--- config.mk ---
export PLATFORM = sky130hd
export DESIGN_NAME = wrr_arbiter
export DESIGN_NICKNAME = d
export VERILOG_FILES = /design/src/rtl/wrr_pkg.sv /design/src/rtl/wrr_arbiter_rr_priority_pick.sv /design/src/rtl/wrr_arbiter.sv
export SDC_FILE = /design/constraint.sdc
export NUM_CORES = 1
export LEC_CHECK = 0
export BUFFER_PORTS_ARGS = -buffer_cell sky130_fd_sc_hd__buf_2
export CAP_MARGIN = 10
export CORE_UTILIZATION = 59
export CTS_CLUSTER_SIZE = 24
export DETAILED_ROUTE_END_ITERATION = 8
export PLACE_DENSITY = 0.84
export SETUP_SLACK_MARGIN = 0.4
export SLEW_MARGIN = 15
export SYNTH_ARGS = -nofsm -noshare
export SYNTH_HDL_FRONTEND = slang
export SYNTH_HIERARCHICAL = 1
export SYNTH_SLANG_ARGS = --single-unit
--- constraint.sdc ---
create_clock -name clk -period 5.4 [get_ports clk]
set_clock_uncertainty 0.15 [all_clocks]
set_input_delay 0.27 -clock clk [delete_from_list [all_inputs] [get_ports clk]]
set_output_delay 0.27 -clock clk [all_outputs]
set_load 0.02 [all_outputs]
--- src/rtl/wrr_pkg.sv ---
// -----------------------------------------------------------------------------
// wrr_pkg
// Shared definitions for the weighted round-robin arbiter:
//   - state_t : FSM state encoding visible on the arbiter's state port
//   - act_t   : per-cycle grant action chosen by the FSM
//   - wrr_clog2 : ceiling log2, used to check the grant-index width
//   - norm_weight : effective burst length (a weight of 0 behaves as 1)
// -----------------------------------------------------------------------------
package wrr_pkg;

  typedef enum logic [1:0] {
    ST_IDLE   = 2'b00,
    ST_GRANT  = 2'b01,
    ST_LOCKED = 2'b10
  } state_t;

  // What the grant datapath does on the next edge.
  typedef enum logic [1:0] {
    ACT_KEEP = 2'b00,  // freeze owner and burst count
    ACT_HOLD = 2'b01,  // same owner, one more cycle of its burst
    ACT_NEW  = 2'b10,  // hand the grant to the picker's winner
    ACT_IDLE = 2'b11   // nobody requesting, drop the grant
  } act_t;

  function automatic int wrr_clog2(input int n);
    int r;
    r = 0;
    while ((1 << r) < n) r++;
    return r;
  endfunction

  function automatic int unsigned norm_weight(input int unsigned w);
    return (w == 0) ? 1 : w;
  endfunction

endpackage

--- src/rtl/wrr_arbiter_rr_priority_pick.sv ---
// -----------------------------------------------------------------------------
// rr_priority_pick
// Combinational rotating-priority picker. The search starts at ptr+1 and wraps
// modulo N; the first index with req high wins.
// Ports:
//   req     [N-1:0]   request vector
//   ptr     [IDW-1:0] index of the previous winner (lowest priority)
//   win_oh  [N-1:0]   one-hot winner, zero when nobody requests
//   win_idx [IDW-1:0] binary winner index, zero when nobody requests
//   any               at least one request is high
// -----------------------------------------------------------------------------
module rr_priority_pick #(
  parameter int N   = 3,
  parameter int IDW = 2
) (
  input  logic [N-1:0]   req,
  input  logic [IDW-1:0] ptr,
  output logic [N-1:0]   win_oh,
  output logic [IDW-1:0] win_idx,
  output logic           any
);

  function automatic logic [IDW-1:0] wrap_idx(input logic [IDW-1:0] p, input int k);
    int s;
    s = int'(p) + k;
    if (s >= N) s = s - N;
    return IDW'(s);
  endfunction

  logic [IDW-1:0] cand;

  // NOTE: every output of a combinational block gets a default before any
  // conditional assignment; a path that leaves one unassigned infers a latch.
  always_comb begin
    win_oh  = '0;
    win_idx = '0;
    any     = 1'b0;
    cand    = '0;
    for (int k = 1; k <= N; k++) begin
      cand = wrap_idx(ptr, k);
      if (!any && req[cand]) begin
        any          = 1'b1;
        win_idx      = cand;
        win_oh[cand] = 1'b1;
      end
    end
  end

endmodule

--- src/rtl/wrr_arbiter.sv ---
// -----------------------------------------------------------------------------
// wrr_arbiter
// Weighted round-robin arbiter sharing one resource between N requesters.
// The owner keeps the grant for up to its latched weight of consecutive cycles
// (weight 0 acts as 1), then rotation moves on. A requester dropping its
// request hands over on the same edge, so there is no dead cycle.
//
// Optional feature macro: WRR_LOCK_EN
//   When defined, adds input 'lock'. A requesting owner with lock high is held
//   indefinitely in LOCKED (burst count frozen); on exit the burst counts as
//   exhausted. Without the macro, LOCKED is unreachable.
//
// Ports:
//   clk        rising-edge clock
//   rst_n      asynchronous active-low reset
//   lock       (WRR_LOCK_EN only) hold the current owner
//   req        [N-1:0] level-sensitive requests
//   weight     [N*WW-1:0] burst limits, field i = weight[i*WW +: WW]
//   gnt        [N-1:0] registered one-hot grant, zero when idle
//   gnt_id     [IDW-1:0] index of the current/last owner
//   gnt_valid  registered |gnt
//   state      [1:0] FSM state (00 IDLE, 01 GRANT, 10 LOCKED)
// -----------------------------------------------------------------------------
module wrr_arbiter
  import wrr_pkg::*;
#(
  parameter int N   = 3,
  parameter int WW  = 4,
  parameter int IDW = 2
) (
  input  logic            clk,
  input  logic            rst_n,
`ifdef WRR_LOCK_EN
  input  logic            lock,
`endif
  input  logic [N-1:0]    req,
  input  logic [N*WW-1:0] weight,
  output logic [N-1:0]    gnt,
  output logic [IDW-1:0]  gnt_id,
  output logic            gnt_valid,
  output logic [1:0]      state
);

  if (IDW < wrr_clog2(N)) begin : g_bad_idw
    $error("wrr_arbiter: IDW too narrow for N requesters");
  end

  state_t         state_q, state_n;
  act_t           action;
  logic [N-1:0]   gnt_q, gnt_n;
  logic [IDW-1:0] id_q, id_n;
  logic [IDW-1:0] ptr_q, ptr_n;
  logic [WW-1:0]  cnt_q, cnt_n;
  logic [WW-1:0]  w_lat_q, w_lat_n;
  logic           valid_q;

  logic [N-1:0]   win_oh;
  logic [IDW-1:0] win_idx;
  logic           any_req;
  logic           req_own;
  logic [WW-1:0]  wt [N];

  for (genvar i = 0; i < N; i++) begin : g_wt
    assign wt[i] = weight[i*WW +: WW];
  end

  rr_priority_pick #(.N(N), .IDW(IDW)) u_pick (
    .req     (req),
    .ptr     (ptr_q),
    .win_oh  (win_oh),
    .win_idx (win_idx),
    .any     (any_req)
  );

  // Owner's request; only meaningful outside IDLE.
  assign req_own = req[id_q];

  // State and datapath registers.
  // NOTE: sequential state uses non-blocking assignments so every register
  // samples the pre-edge values, independent of statement order.
  always_ff @(posedge clk or negedge rst_n) begin
    if (!rst_n) begin
      state_q <= ST_IDLE;
      gnt_q   <= '0;
      id_q    <= '0;
      ptr_q   <= IDW'(N - 1);
      cnt_q   <= '0;
      w_lat_q <= '0;
      valid_q <= 1'b0;
    end else begin
      state_q <= state_n;
      gnt_q   <= gnt_n;
      id_q    <= id_n;
      ptr_q   <= ptr_n;
      cnt_q   <= cnt_n;
      w_lat_q <= w_lat_n;
      valid_q <= |gnt_n;
    end
  end

  // Next-state logic: picks the state and the grant action.
  always_comb begin
    state_n = state_q;
    action  = ACT_KEEP;
    unique case (state_q)
      ST_IDLE: begin
        if (any_req) begin
          state_n = ST_GRANT;
          action  = ACT_NEW;
        end
      end
      ST_GRANT: begin
        if (!req_own) begin
          // Owner left: any remaining request is necessarily someone else.
          state_n = any_req ? ST_GRANT : ST_IDLE;
          action  = any_req ? ACT_NEW : ACT_IDLE;
`ifdef WRR_LOCK_EN
        end else if (lock) begin
          state_n = ST_LOCKED;
          action  = ACT_KEEP;
`endif
        end else if (cnt_q < w_lat_q) begin
          action = ACT_HOLD;
        end else begin
          // Burst used up; the picker re-selects the owner if it is alone.
          action = ACT_NEW;
        end
      end
`ifdef WRR_LOCK_EN
      ST_LOCKED: begin
        if (!req_own) begin
          state_n = any_req ? ST_GRANT : ST_IDLE;
          action  = any_req ? ACT_NEW : ACT_IDLE;
        end else if (!lock) begin
          state_n = ST_GRANT;
          action  = ACT_NEW;
        end
      end
`endif
      default: begin
        state_n = ST_IDLE;
        action  = ACT_IDLE;
      end
    endcase
  end

  // Output/datapath logic: next register values for the chosen action.
  always_comb begin
    gnt_n   = gnt_q;
    id_n    = id_q;
    ptr_n   = ptr_q;
    cnt_n   = cnt_q;
    w_lat_n = w_lat_q;
    unique case (action)
      ACT_NEW: begin
        gnt_n   = win_oh;
        id_n    = win_idx;
        ptr_n   = win_idx;
        cnt_n   = WW'(1);
        w_lat_n = WW'(norm_weight(32'(wt[win_idx])));
      end
      ACT_HOLD: cnt_n = cnt_q + WW'(1);
      ACT_IDLE: begin
        gnt_n = '0;
        cnt_n = '0;
      end
      default: ;
    endcase
  end

  assign gnt       = gnt_q;
  assign gnt_id    = id_q;
  assign gnt_valid = valid_q;
  assign state     = state_q;

endmodule

## Word-level counts from Yosys, hierarchy flattened

Cells that the tools add are included.
Widths: inputs -> output; s select.

| word-level totals | value |
|---|---|
| logic and storage cells | 88 |
| output and inout bits | 8 |
| register bits | 18 |
| bits of input ports | 17 |

| cells by class | value |
|---|---|
| bitwise logic cells | 3 |
| multiplexer cells | 41 |
| reduce and logical (&&, ||, !) cells | 12 |
| add/subtract/negate cells | 7 |
| eq/ne operators | 6 |
| magnitude comparators | 12 |

Operator list:

| kind | number |
|---|---|
| $mux 2 | 11 |
| $lt 2x3->1 const B | 4 |
| $mux 1 | 12 |
| $mux 4 | 3 |
| $pmux 4 s3 | 1 |
| $ge 3x2->1 const B | 3 |
| $mux 3 | 3 |
| $bmux 1 s2 | 4 |
| $bmux 4 s2 | 1 |
| $pmux 2 s2 | 2 |
| $add 2x2->3 const B | 2 |
| $demux 1 s2 | 3 |
| $ge 2x1->1 const B | 3 |
| $or 3x3->3 | 2 |
| $pmux 3 s2 | 1 |
| $sub 2x1->2 const B | 3 |
| $logic_and 1x1->1 | 5 |
| $add 4x1->4 const B | 1 |
| $eq 2x1->1 const B | 2 |
| $eq 2x2->1 const B | 2 |
| $logic_not 4->1 | 1 |
| $lt 4x4->1 | 1 |
| $ne 2x2->1 const B | 2 |
| $add 2x1->3 const B | 1 |
| 7 further kinds | 8 |

## Logic depth before layout (Yosys ltp)

Gate-level depths: netlist (run 1).

| depth | value |
|---|---|
| depth after elaboration | 18 |
| gate-level depth with buffers | 13 |

## By module

Netlist (run 1), hierarchy kept.

Modules (own cells, without submodules):

| module | area each (um^2) | seq. area each (um^2) | cells each | instances |
|---|---|---|---|---|
| wrr_arbiter | 910.9 | 401.6 | 86 | 1 |
| rr_priority_pick | 377.9 | 0.0 | 45 | 1 |

## Worst setup path before layout (run 1)

No wires, ideal clock.

| timing | value |
|---|---|
| kind | reg2reg |
| start | register id_q[0] (netlist: gnt_id[0]) |
| end | register w_lat_q[0] |
| data arrival time | 2.650 ns |
| path slack | 2.475 ns |
| buffers on the path | 0 |
| cell stages (with the launch flop) | 11 |
| setup time | 0.125 ns |
| cells stage by stage | dfrtp_1 > inv_1 > ha_1 > mux2i_1 > o21ai_4 > o31ai_1 > nor2b_1 > a2bb2oi_1 > o211ai_1 > o21ai_0 > mux2_4 |

| on the way | value |
|---|---|
| longest elaborated chain between the ends | 5 |

Ends and longest elaborated chain:

| what | line | RTL |
|---|---|---|
| start: declaration | wrr_arbiter.sv:51 | `logic [IDW-1:0] id_q, id_n;` |
| start signal: assignment | wrr_arbiter.sv:93 | `id_q <= id_n;` |
| $bmux 1 s2 | wrr_arbiter.sv:76 | `assign req_own = req[id_q];` |
| $mux 1 (implied by the code) | wrr_arbiter.sv:76 |  |
| $mux 2 | wrr_arbiter.sv:113 | `if (!req_own) begin` |
| $pmux 2 s2 | wrr_arbiter.sv:105 | `unique case (state_q)` |
| $eq 2x2->1 | wrr_arbiter.sv:154 | `unique case (action)` |
| end signal: assignment | wrr_arbiter.sv:96 | `w_lat_q <= w_lat_n;` |
| end: declaration | wrr_arbiter.sv:54 | `logic [WW-1:0] w_lat_q, w_lat_n;` |

No other way between the ends. The select of a mux whose other input is x is not followed.
A chain may end at the register's enable or synchronous reset.

## Worst setup path after layout (run 1)

Same ends and word-level chain as after synthesis.

==> results.json, run 1 <==
{
  "cts_buffers": 3,
  "antenna_found_initial": 0,
  "drc_errors": 0,
  "cts-root-buf": "clkbuf_4",
  "syn_inst": 131,
  "dp_hpwl_mm": 2.05,
  "placed_cell_area_um2": 1400,
  "nNetsFinal": 182,
  "reg2reg_to": "w_lat_q[0]",
  "totalNegativeSetupSlack_ns": 0,
  "required_ns": 5.43,
  "holdPathEnd": "w_lat_q[3]",
  "core-area_um2": 2000,
  "max_stage_delay_ns": 0.73,
  "critPathArrivalTime_ns": 3.84,
  "syn_avg_cell_area_um2": 9.84,
  "period_share_pct": 70.6,
  "h-tree-depth": 1,
  "fmax_mhz": 262,
  "totalWireLength_mm": 2.70,
  "grtUsageTotal_pct": 25.3,
  "r2r-start": "gnt_id[0]",
  "postLayoutCoreUtil_pct": 72.1,
  "yosysWarnings": 6,
  "power-per-cell-area_nw_per_um2": 696,
  "hold_depth": 3,
  "detail-route-antenna-nets": 0,
  "grt_pass1_vias": 1079,
  "path_cells": "inv_1 -> ha_1 -> mux2i_1 -> o21ai_4 -> o31ai_1 -> nor2b_1 -> nand2_1 -> o21ai_0 -> o21ai_0 -> mux2_4",
  "tightest_slew_ns": 0.837,
  "clk_latency_ns": 0.29,
  "vias": 1090,
  "syn_area_um2": 1290,
  "hp-start": "weight[7]",
  "die_y_um": 48.7,
  "synthesis.nets": 158,
  "detail_route.wl_per_cell_um": 14.9,
  "grt_pass1_wl_mm": 4.75,
  "p_leak_nw": 0.696,
  "clkTransAtPathRegs_ns": 0.09,
  "total_power_w": 0.00100,
  "area_growth_syn_to_layout_pct": 11.9,
  "status": "completed",
  "via_per_inst": 6.02,
  "dr.pass1.iters": 4,
  "cp_max_fo": 12,
  "crit_type": "flop to flop",
  "cts_tree": "yes",
  "rows": 16,
  "end_kind": "flop",
  "period_needed_ns": 3.81,
  "synth_commonest_cells": "dfrtp_1, ha_1, inv_1, mux2i_1, o21ai_0",
  "finalHoldViolCount": 0,
  "whs_ns": 0.177,
  "async_reset_ff_share_pct": 100,
  "diodes": 0,
  "crit_slowest_cell": "o31ai_1",
  "cts_setup_buffers": 0,
  "ys_ff_latch": 16,
  "yosys-top-cells-area": "dfrtp_1, ha_1, mux2i_1",
  "r2r_slack_ns": 1.59,
  "rsz0062_at_grt": "no",
  "fp.dieArea_um2": 2380,
  "yosysMostFrequentCell": "dfrtp_1",
  "drive_gt1_share_pct": 28.6,
  "crit_path_start_kind": "flop",
  "final_area_um2": 1440,
  "yosysUniqueCellTypes": 45,
  "path_common_cell": "o21ai_0",
  "die_x_um": 48.7,
  "initial_core_util_pct": 64.4,
  "gp_congestion": 0.942,
  "grt_max_degree": 17,
  "peakVddDrop_mv": 0.496,
  "yosysTopAreaCellShare_pct": 29.1,
  "ys_seq_area_share_pct": 31.2,
  "worstRegToRegCells": 10,
  "first_iter_violations": 49,
  "ios": 25,
  "synth_ff_type": "dfrtp_1",
  "setup_violations": 0,
  "clockBufferDepth": 2,
  "min_path_type": "primary input to flop",
  "synth_edf_count": 0,
  "io_buffers": 23,
  "grt_overflow": 0,
  "cts.sinks": 16,
  "drv_slew": 0,
  "yosys.area.top_type": "dfrtp_1",
  "max-slew-margin-rel_pct": 43.7,
  "maxCapViolCount": 0
}
-- routing by layer --
| layer | GRT usage, % | share of wire [%] |
|---|---|---|
| met5 | 0 | 0 |
| met4 | 4.90 | 1.9 |
| met3 | 5.66 | 6.4 |
| met2 | 43.1 | 50 |
| met1 | 32.8 | 42 |
-- placed cells by master, fill, tap and decap left out, types with 2 or more instances in the layout --
cell	n
nor2b_1	4
a211oi_2	2
ha_1	10
nand2_1	5
or3_1	2
o21ai_0	9
clkbuf_4	3
a211o_1	2
mux2_4	4
inv_1	10
mux2i_1	9
a2bb2oi_1	2
dfrtp_1	15
a22o_1	5
a21oi_1	7
a32oi_1	3
buf_2	23
nor2_1	8
nand3_1	4
-- through the flow --
step	std cells	worst slack, ns
after floorplan	131	2.48
after global placement	176	2.03
after detailed placement	176	1.69
after CTS	181	1.65
after global routing	181	1.34
final	181	1.59
-- kinds of logic after synthesis --
family | synth area share [%]
compound gates | 25.9
fa+ha+maj | 9.71
buf+inv | 6.12
flops | 31.2
mux | 12.5
other cells | 0.291
simple gates | 14.3
-- power by group --
part,switching [W],internal [W],total (W)
Sequential,0.0000467,0.000178,0.000224
Clock,0.0000376,0.0000411,0.0000787
Combinational,0.000391,0.000310,0.000700
Total,0.000475,0.000529,0.00100
-- timing repair --
action,4_1_cts,5_1_grt
resized for setup,0,0
hold buffers,1,0
endpoints found under the setup margin,0,0
hold endpoints to repair,15,0
-- sequential cells by signal (all words and copies together), names as in the netlist --
| signal | count |
|---|---|
| state | 1 |
| gnt_valid | 1 |
| gnt_id | 2 |
| gnt | 3 |
| cnt_q | 4 |
| ptr_q | 1 |
| w_lat_q | 4 |
-- worst max path at each step --
stage / start / to / slack (ns)
2_1_floorplan: gnt_id[0] / w_lat_q[0] / 2.48
3_3_place_gp: gnt_id[0] / w_lat_q[0] / 2.03
3_5_place_dp: gnt_id[0] / w_lat_q[0] / 1.69
4_1_cts: gnt_id[0] / w_lat_q[0] / 1.65
5_1_grt: gnt_id[0] / w_lat_q[0] / 1.34
6_report: gnt_id[0] / w_lat_q[0] / 1.59
-- final cells by class --
| type | count | area (um^2) |
|---|---|---|
| fill | 149 | 559 |
| sequential | 16 | 402 |
| multi-input combinational | 100 | 808 |
| tap | 27 | 33.8 |
| clock buffer | 4 | 36.3 |
| inverter | 10 | 37.5 |
| timing repair buffer | 24 | 125 |
-- critical path, delay by kind of cell (launching register included) --
kind	cells	cell delay (ns)
compound gates	4	1.11
buf+inv	1	0.18
fa+ha+maj	1	0.64
flops	1	0.57
simple gates	2	0.44
mux	2	0.61
(Power assumes the default switching activity.)
==> inputs of run 2 (changes only) <==
--- a/config.mk
+++ b/config.mk
@@ -7,10 +7,11 @@
 export LEC_CHECK = 0
 export BUFFER_PORTS_ARGS = -buffer_cell sky130_fd_sc_hd__buf_2
 export CAP_MARGIN = 10
-export CORE_UTILIZATION = 59
+export CORE_ASPECT_RATIO = 1.75
+export CORE_UTILIZATION = 49
 export CTS_CLUSTER_SIZE = 24
 export DETAILED_ROUTE_END_ITERATION = 8
-export PLACE_DENSITY = 0.84
+export PLACE_DENSITY = 0.75
 export SETUP_SLACK_MARGIN = 0.4
 export SLEW_MARGIN = 15
 export SYNTH_ARGS = -nofsm -noshare
==> constraint.sdc (replaced) <==
create_clock -name clk -period 3.5 [get_ports clk]
set_clock_uncertainty 0.15 [all_clocks]
set_input_delay 0.175 -clock clk [delete_from_list [all_inputs] [get_ports clk]]
set_output_delay 0.175 -clock clk [all_outputs]
set_load 0.02 [all_outputs]
==> run 2 against run 1 <==
  * Power is 68% higher
  * Combinational power is 70% higher
  * Setup slack worse by 1.1 ns
  * Global-route usage is 0.63 points lower
  * Cell count is 1.7% higher
  * Non-clock buffer count is 4 higher
  * Clock-buffer cell count stayed put
  * Routed wire length is 9.1% higher
  * Sequential share of layout area is 1.4 points lower
  * Sequential cell count stayed put
  * Largest cell class unchanged
==> results.json, run 2 (synthesized netlist as in run 1, its figures left out) <==
{
  "area_growth_syn_to_layout_pct": 17.9,
  "cts-root-buf": "clkbuf_8",
  "required_ns": 3.48,
  "min_path_type": "primary input to flop",
  "vias": 1115,
  "crit_type": "flop to flop",
  "end_kind": "flop",
  "grt_pass1_wl_mm": 5.06,
  "h-tree-depth": 1,
  "cts.sinks": 16,
  "r2r-start": "ptr_q[1]",
  "drv_slew": 0,
  "fillers": 231,
  "final_common_cell": "buf_2",
  "cts_tree": "yes",
  "grt_overflow": 0,
  "grt_max_degree": 17,
  "fmax_mhz": 334,
  "period_needed_ns": 3.00,
  "gp_congestion": 0.873,
  "via_per_inst": 6.06,
  "dp_hpwl_mm": 2.30,
  "reg2reg_to": "w_lat_q[0]",
  "postLayoutCoreUtil_pct": 60.9,
  "die_x_um": 40.8,
  "fp.dieArea_um2": 2850,
  "hp-start": "weight[7]",
  "seq_area_um2": 402,
  "io_buffers": 23,
  "die_y_um": 69.8,
  "cp_max_fo": 7,
  "ios": 25,
  "core-area_um2": 2490,
  "diodes": 0,
  "crit_path_start_kind": "flop",
  "first_iter_violations": 27,
  "antenna_found_initial": 0,
  "drive_gt1_share_pct": 33.5,
  "hold_depth": 3,
  "initial_core_util_pct": 51.7,
  "detail-route-antenna-nets": 0,
  "final_cell_mix": "buf_2, dfrtp_1, inv_1",
  "p_leak_nw": 0.726,
  "totalNegativeSetupSlack_ns": 0,
  "rows": 24,
  "rsz0062_at_grt": "no",
  "nNetsFinal": 186,
  "setup_violations": 0,
  "grtUsageTotal_pct": 24.6,
  "critPathArrivalTime_ns": 2.98,
  "clk_latency_ns": 0.24,
  "detail_route.wl_per_cell_um": 16.0,
  "cts_buffers": 3,
  "status": "completed",
  "worstRegToRegCells": 11,
  "period_share_pct": 85.6,
  "peakVddDrop_mv": 0.604,
  "holdPathEnd": "w_lat_q[3]",
  "grt_pass1_vias": 1188,
  "maxCapViolCount": 0,
  "dr.pass1.iters": 4,
  "power-per-cell-area_nw_per_um2": 1110,
  "clkTransAtPathRegs_ns": 0.07,
  "multiInputGateArea_um2": 837,
  "r2r_slack_ns": 0.50,
  "clockBufferDepth": 2,
  "totalWireLength_mm": 2.95,
  "drc_errors": 0,
  "finalHoldViolCount": 0
}
[run 2: repair_timing]
action,4_1_cts,5_1_grt
buffers inserted,0,1
pin swaps,0,0
setup endpoints to repair,1,1
resized for setup,1,6
hold endpoints to repair,16,0
hold buffers,1,0
[run 2: critical path, cell delays in order (launching register included)]
cell and delay (ns):
dfstp_2 0.55, inv_1 0.11, ha_4 0.32, mux2i_1 0.29, o21ai_4 0.12, a311oi_1 0.35
a21oi_2 0.16, buf_4 0.17, mux2i_2 0.15, o211ai_1 0.17, o21ai_1 0.08, mux2_4 0.25
[run 2: where the power goes]
group | switching, W | internal [W] | total (W) | leakage [nW]
combinational | 0.000650 | 0.000544 | 0.00119 | 0.502
sequential | 0.0000584 | 0.000275 | 0.000333 | 0.195
clock | 0.0000612 | 0.0000996 | 0.000161 | 0.0288
total | 0.000769 | 0.000919 | 0.00169 | 0.726
[run 2: final cells by class]
class | count | area share [%]
multi-input cells | 100 | 55.1
flip-flops and latches | 16 | 26.4
repair buffers | 28 | 10.2
clock buffers | 4 | 3.62
inverters | 10 | 2.47
well taps | 26 | 2.14
[run 2: per-stage QoR]
| stage | hold slack (ns) | setup slack [ns] | power (W) | area, um^2 | instances |
|---|---|---|---|---|---|
| floorplan | -0.271 | 0.575 | 0.00125 | 1290 | 131 |
| global placement | -0.0430 | 0.402 | 0.00140 | 1420 | 178 |
| detailed placement | -0.0440 | 0.242 | 0.00146 | 1420 | 178 |
| CTS | 0.110 | 0.432 | 0.00162 | 1490 | 183 |
| global route | 0.103 | 0.378 | 0.00183 | 1520 | 184 |
| finish | 0.105 | 0.503 | 0.00169 | 1520 | 184 |
[run 2: worst max path at each step]
stage | cells after the start | startpoint | endpoint | slack [ns]
2_1_floorplan | 10 | gnt_id[0] | w_lat_q[0] | 0.58
3_3_place_gp | 12 | ptr_q[1] | w_lat_q[0] | 0.40
3_5_place_dp | 12 | ptr_q[1] | w_lat_q[0] | 0.24
4_1_cts | 12 | ptr_q[1] | w_lat_q[0] | 0.43
5_1_grt | 11 | ptr_q[1] | w_lat_q[0] | 0.38
6_report | 11 | ptr_q[1] | w_lat_q[0] | 0.50
[run 2: layer usage]
layer | vias to the layer above | GRT usage, % | wire [um]
met1 | 538 | 27.5 | 1150
met4 | 0 | 8.52 | 76
met3 | 10 | 2.56 | 59
met2 | 30 | 43.7 | 1660
li1 | 537 | - | -
met5 | - | 0 | 0
==> inputs of run 3 (changes only) <==
--- a/config.mk
+++ b/config.mk
@@ -8,10 +8,10 @@
 export BUFFER_PORTS_ARGS = -buffer_cell sky130_fd_sc_hd__buf_2
 export CAP_MARGIN = 10
 export CORE_ASPECT_RATIO = 1.75
-export CORE_UTILIZATION = 49
+export CORE_UTILIZATION = 43
 export CTS_CLUSTER_SIZE = 24
 export DETAILED_ROUTE_END_ITERATION = 8
-export PLACE_DENSITY = 0.75
+export PLACE_DENSITY = 0.67
 export SETUP_SLACK_MARGIN = 0.4
 export SLEW_MARGIN = 15
 export SYNTH_ARGS = -nofsm -noshare
==> run 3 against run 2 <==
  * The flow now finishes with violations (DRC)
  * Via count shrank 3.5%
  * Sequential cell count is the same
  * Global-route usage shrank 6.1 points
  * Register-to-register slack gained 0.02 ns
  * Cell count grew 2.2%
  * Worst hold slack lost 0.0083 ns
  * Die area grew 13%
  * Power shrank 2.1%
  * Utilization shrank 6.2 points
  * Critical endpoint unchanged
  * Highest routed layer unchanged
==> results.json, run 3 (synthesized netlist as in run 1, its figures left out) <==
{
  "fillers": 255,
  "die_x_um": 43.4,
  "crit_type": "flop to flop",
  "grt_pass1_wl_mm": 4.51,
  "placed_cell_area_um2": 1420,
  "core-area_um2": 2780,
  "r2r-start": "ptr_q[1]",
  "h-tree-depth": 1,
  "peakVddDrop_mv": 0.590,
  "hp-start": "weight[7]",
  "rows": 25,
  "finalHoldViolCount": 0,
  "fp.dieArea_um2": 3230,
  "clk_latency_ns": 0.25,
  "final_cell_mix": "buf_2, dfrtp_1, inv_1",
  "dp_hpwl_mm": 2.16,
  "cts_buffers": 3,
  "cp_max_fo": 8,
  "detail-route-antenna-nets": 0,
  "dr.pass1.iters": 6,
  "power-per-cell-area_nw_per_um2": 1080,
  "maxCapViolCount": 0,
  "vias": 1076,
  "grt_pass1_vias": 1009,
  "drive_gt1_share_pct": 33.5,
  "first_iter_violations": 11,
  "cts.sinks": 16,
  "gp_congestion": 0.830,
  "detail_route.wl_per_cell_um": 15.0,
  "diodes": 0,
  "critPathArrivalTime_ns": 3.02,
  "totalNegativeSetupSlack_ns": 0,
  "whs_ns": 0.0966,
  "period_share_pct": 85.1,
  "clockBufferDepth": 2,
  "cts-root-buf": "clkbuf_8",
  "grtUsageTotal_pct": 18.6,
  "max-slew-margin-rel_pct": 66.5,
  "fmax_mhz": 336,
  "final_common_cell": "buf_2",
  "nNetsFinal": 189,
  "totalWireLength_mm": 2.82,
  "status": "complete, but fails checks",
  "drv_slew": 0,
  "grt_max_degree": 17,
  "period_needed_ns": 2.98,
  "grt_overflow": 0,
  "initial_core_util_pct": 46.3,
  "setup_violations": 0,
  "tightest_slew_ns": 0.498,
  "end_kind": "flop",
  "p_leak_nw": 0.732,
  "rsz0062_at_grt": "no",
  "critPathLaunch": "ptr_q[1]",
  "postLayoutCoreUtil_pct": 54.7,
  "io_buffers": 23,
  "min_path_type": "primary input to flop",
  "ios": 25,
  "required_ns": 3.54,
  "area_growth_syn_to_layout_pct": 18.3,
  "cts_tree": "yes",
  "die_y_um": 74.4,
  "violations": "DRC",
  "via_per_inst": 5.72,
  "final_area_um2": 1520,
  "crit_path_start_kind": "flop",
  "antenna_found_initial": 0,
  "drc_errors": 2,
  "clkTransAtPathRegs_ns": 0.06
}
-- run 3: changes by cell type in the layout (fill, tap and decap cells not counted) --
cell / before / now
dfrtp_1: 15 / 14
a2bb2oi_1: 1 / 2
dfrtp_2: 0 / 1
a21oi_2: 2 / 1
a2bb2oi_2: 1 / 0
o21ai_0: 8 / 9
clkbuf_1: 0 / 1
o21ai_1: 2 / 1
buf_4: 4 / 7
a21oi_1: 6 / 7
clkbuf_8: 4 / 3
-- run 3: timing repair --
| action | 4_1_cts | 5_1_grt |
|---|---|---|
| endpoints found under the hold margin | 16 | 0 |
| gates resized for setup | 1 | 4 |
| cloned | 0 | 0 |
| pin swaps | 0 | 0 |
| setup buffers | 0 | 4 |
| hold buffers | 1 | 0 |
| endpoints found under the setup margin | 1 | 2 |
-- run 3: through the flow --
step / instances / total power (W) / worst slack, ns
2_1_floorplan: 131 / 0.00125 / 0.575
3_3_place_gp: 179 / 0.00141 / 0.481
3_5_place_dp: 179 / 0.00146 / 0.326
4_1_cts: 184 / 0.00160 / 0.417
5_1_grt: 188 / 0.00179 / 0.364
6_report: 188 / 0.00165 / 0.522
-- run 3: path summary, 6_finish.rpt --
| kind | cells after the start | end | slack (ns) |
|---|---|---|---|
| worst max-delay path | 12 | w_lat_q[0] | 0.52 |
| worst min-delay path | 3 | w_lat_q[3] | 0.1 |
| worst max register to register | 12 | w_lat_q[0] | 0.52 |
| worst min register to register | 1 | gnt[2] | 0.37 |
| max in group asynchronous | 2 | ptr_q[1] | 2.67 |
| min in group asynchronous | 2 | gnt_valid | 0.23 |
-- run 3: layer usage --
layer  share of wire (%)  vias up  global-route usage, %
met5                   0        -                      0
met3                 2.1        7                   1.70
met2                  55       15                   33.2
li1                    -      541                      -
met1                  41      513                   22.5
met4                 1.8        0                   7.29
-- run 3: cell type report --
type | count | area [um^2] | area share (%)
Multi-Input combinational cell | 100 | 827 | 54.3
Sequential cell | 16 | 403 | 26.4
Timing Repair Buffer | 31 | 178 | 11.7
Clock buffer | 4 | 45.0 | 2.96
Inverter | 10 | 37.5 | 2.46
Tap cell | 27 | 33.8 | 2.22
-- run 3: where the power goes --
| group | switching (W) | internal (W) |
|---|---|---|
| registers | 0.0000651 | 0.000276 |
| clock network | 0.0000621 | 0.0000806 |
| logic | 0.000616 | 0.000553 |
| total | 0.000744 | 0.000910 |
-- run 3: worst max-delay path, cell delays in order (launching register included) --
cell and delay, ns:
dfstp_2 0.55, inv_1 0.11, ha_4 0.34, mux2i_2 0.27, o21ai_4 0.11, a311oi_1 0.26, a21oi_1 0.09, buf_4 0.18
mux2i_1 0.17, a2bb2oi_1 0.22, o211ai_1 0.10, o21ai_0 0.19, mux2_4 0.18
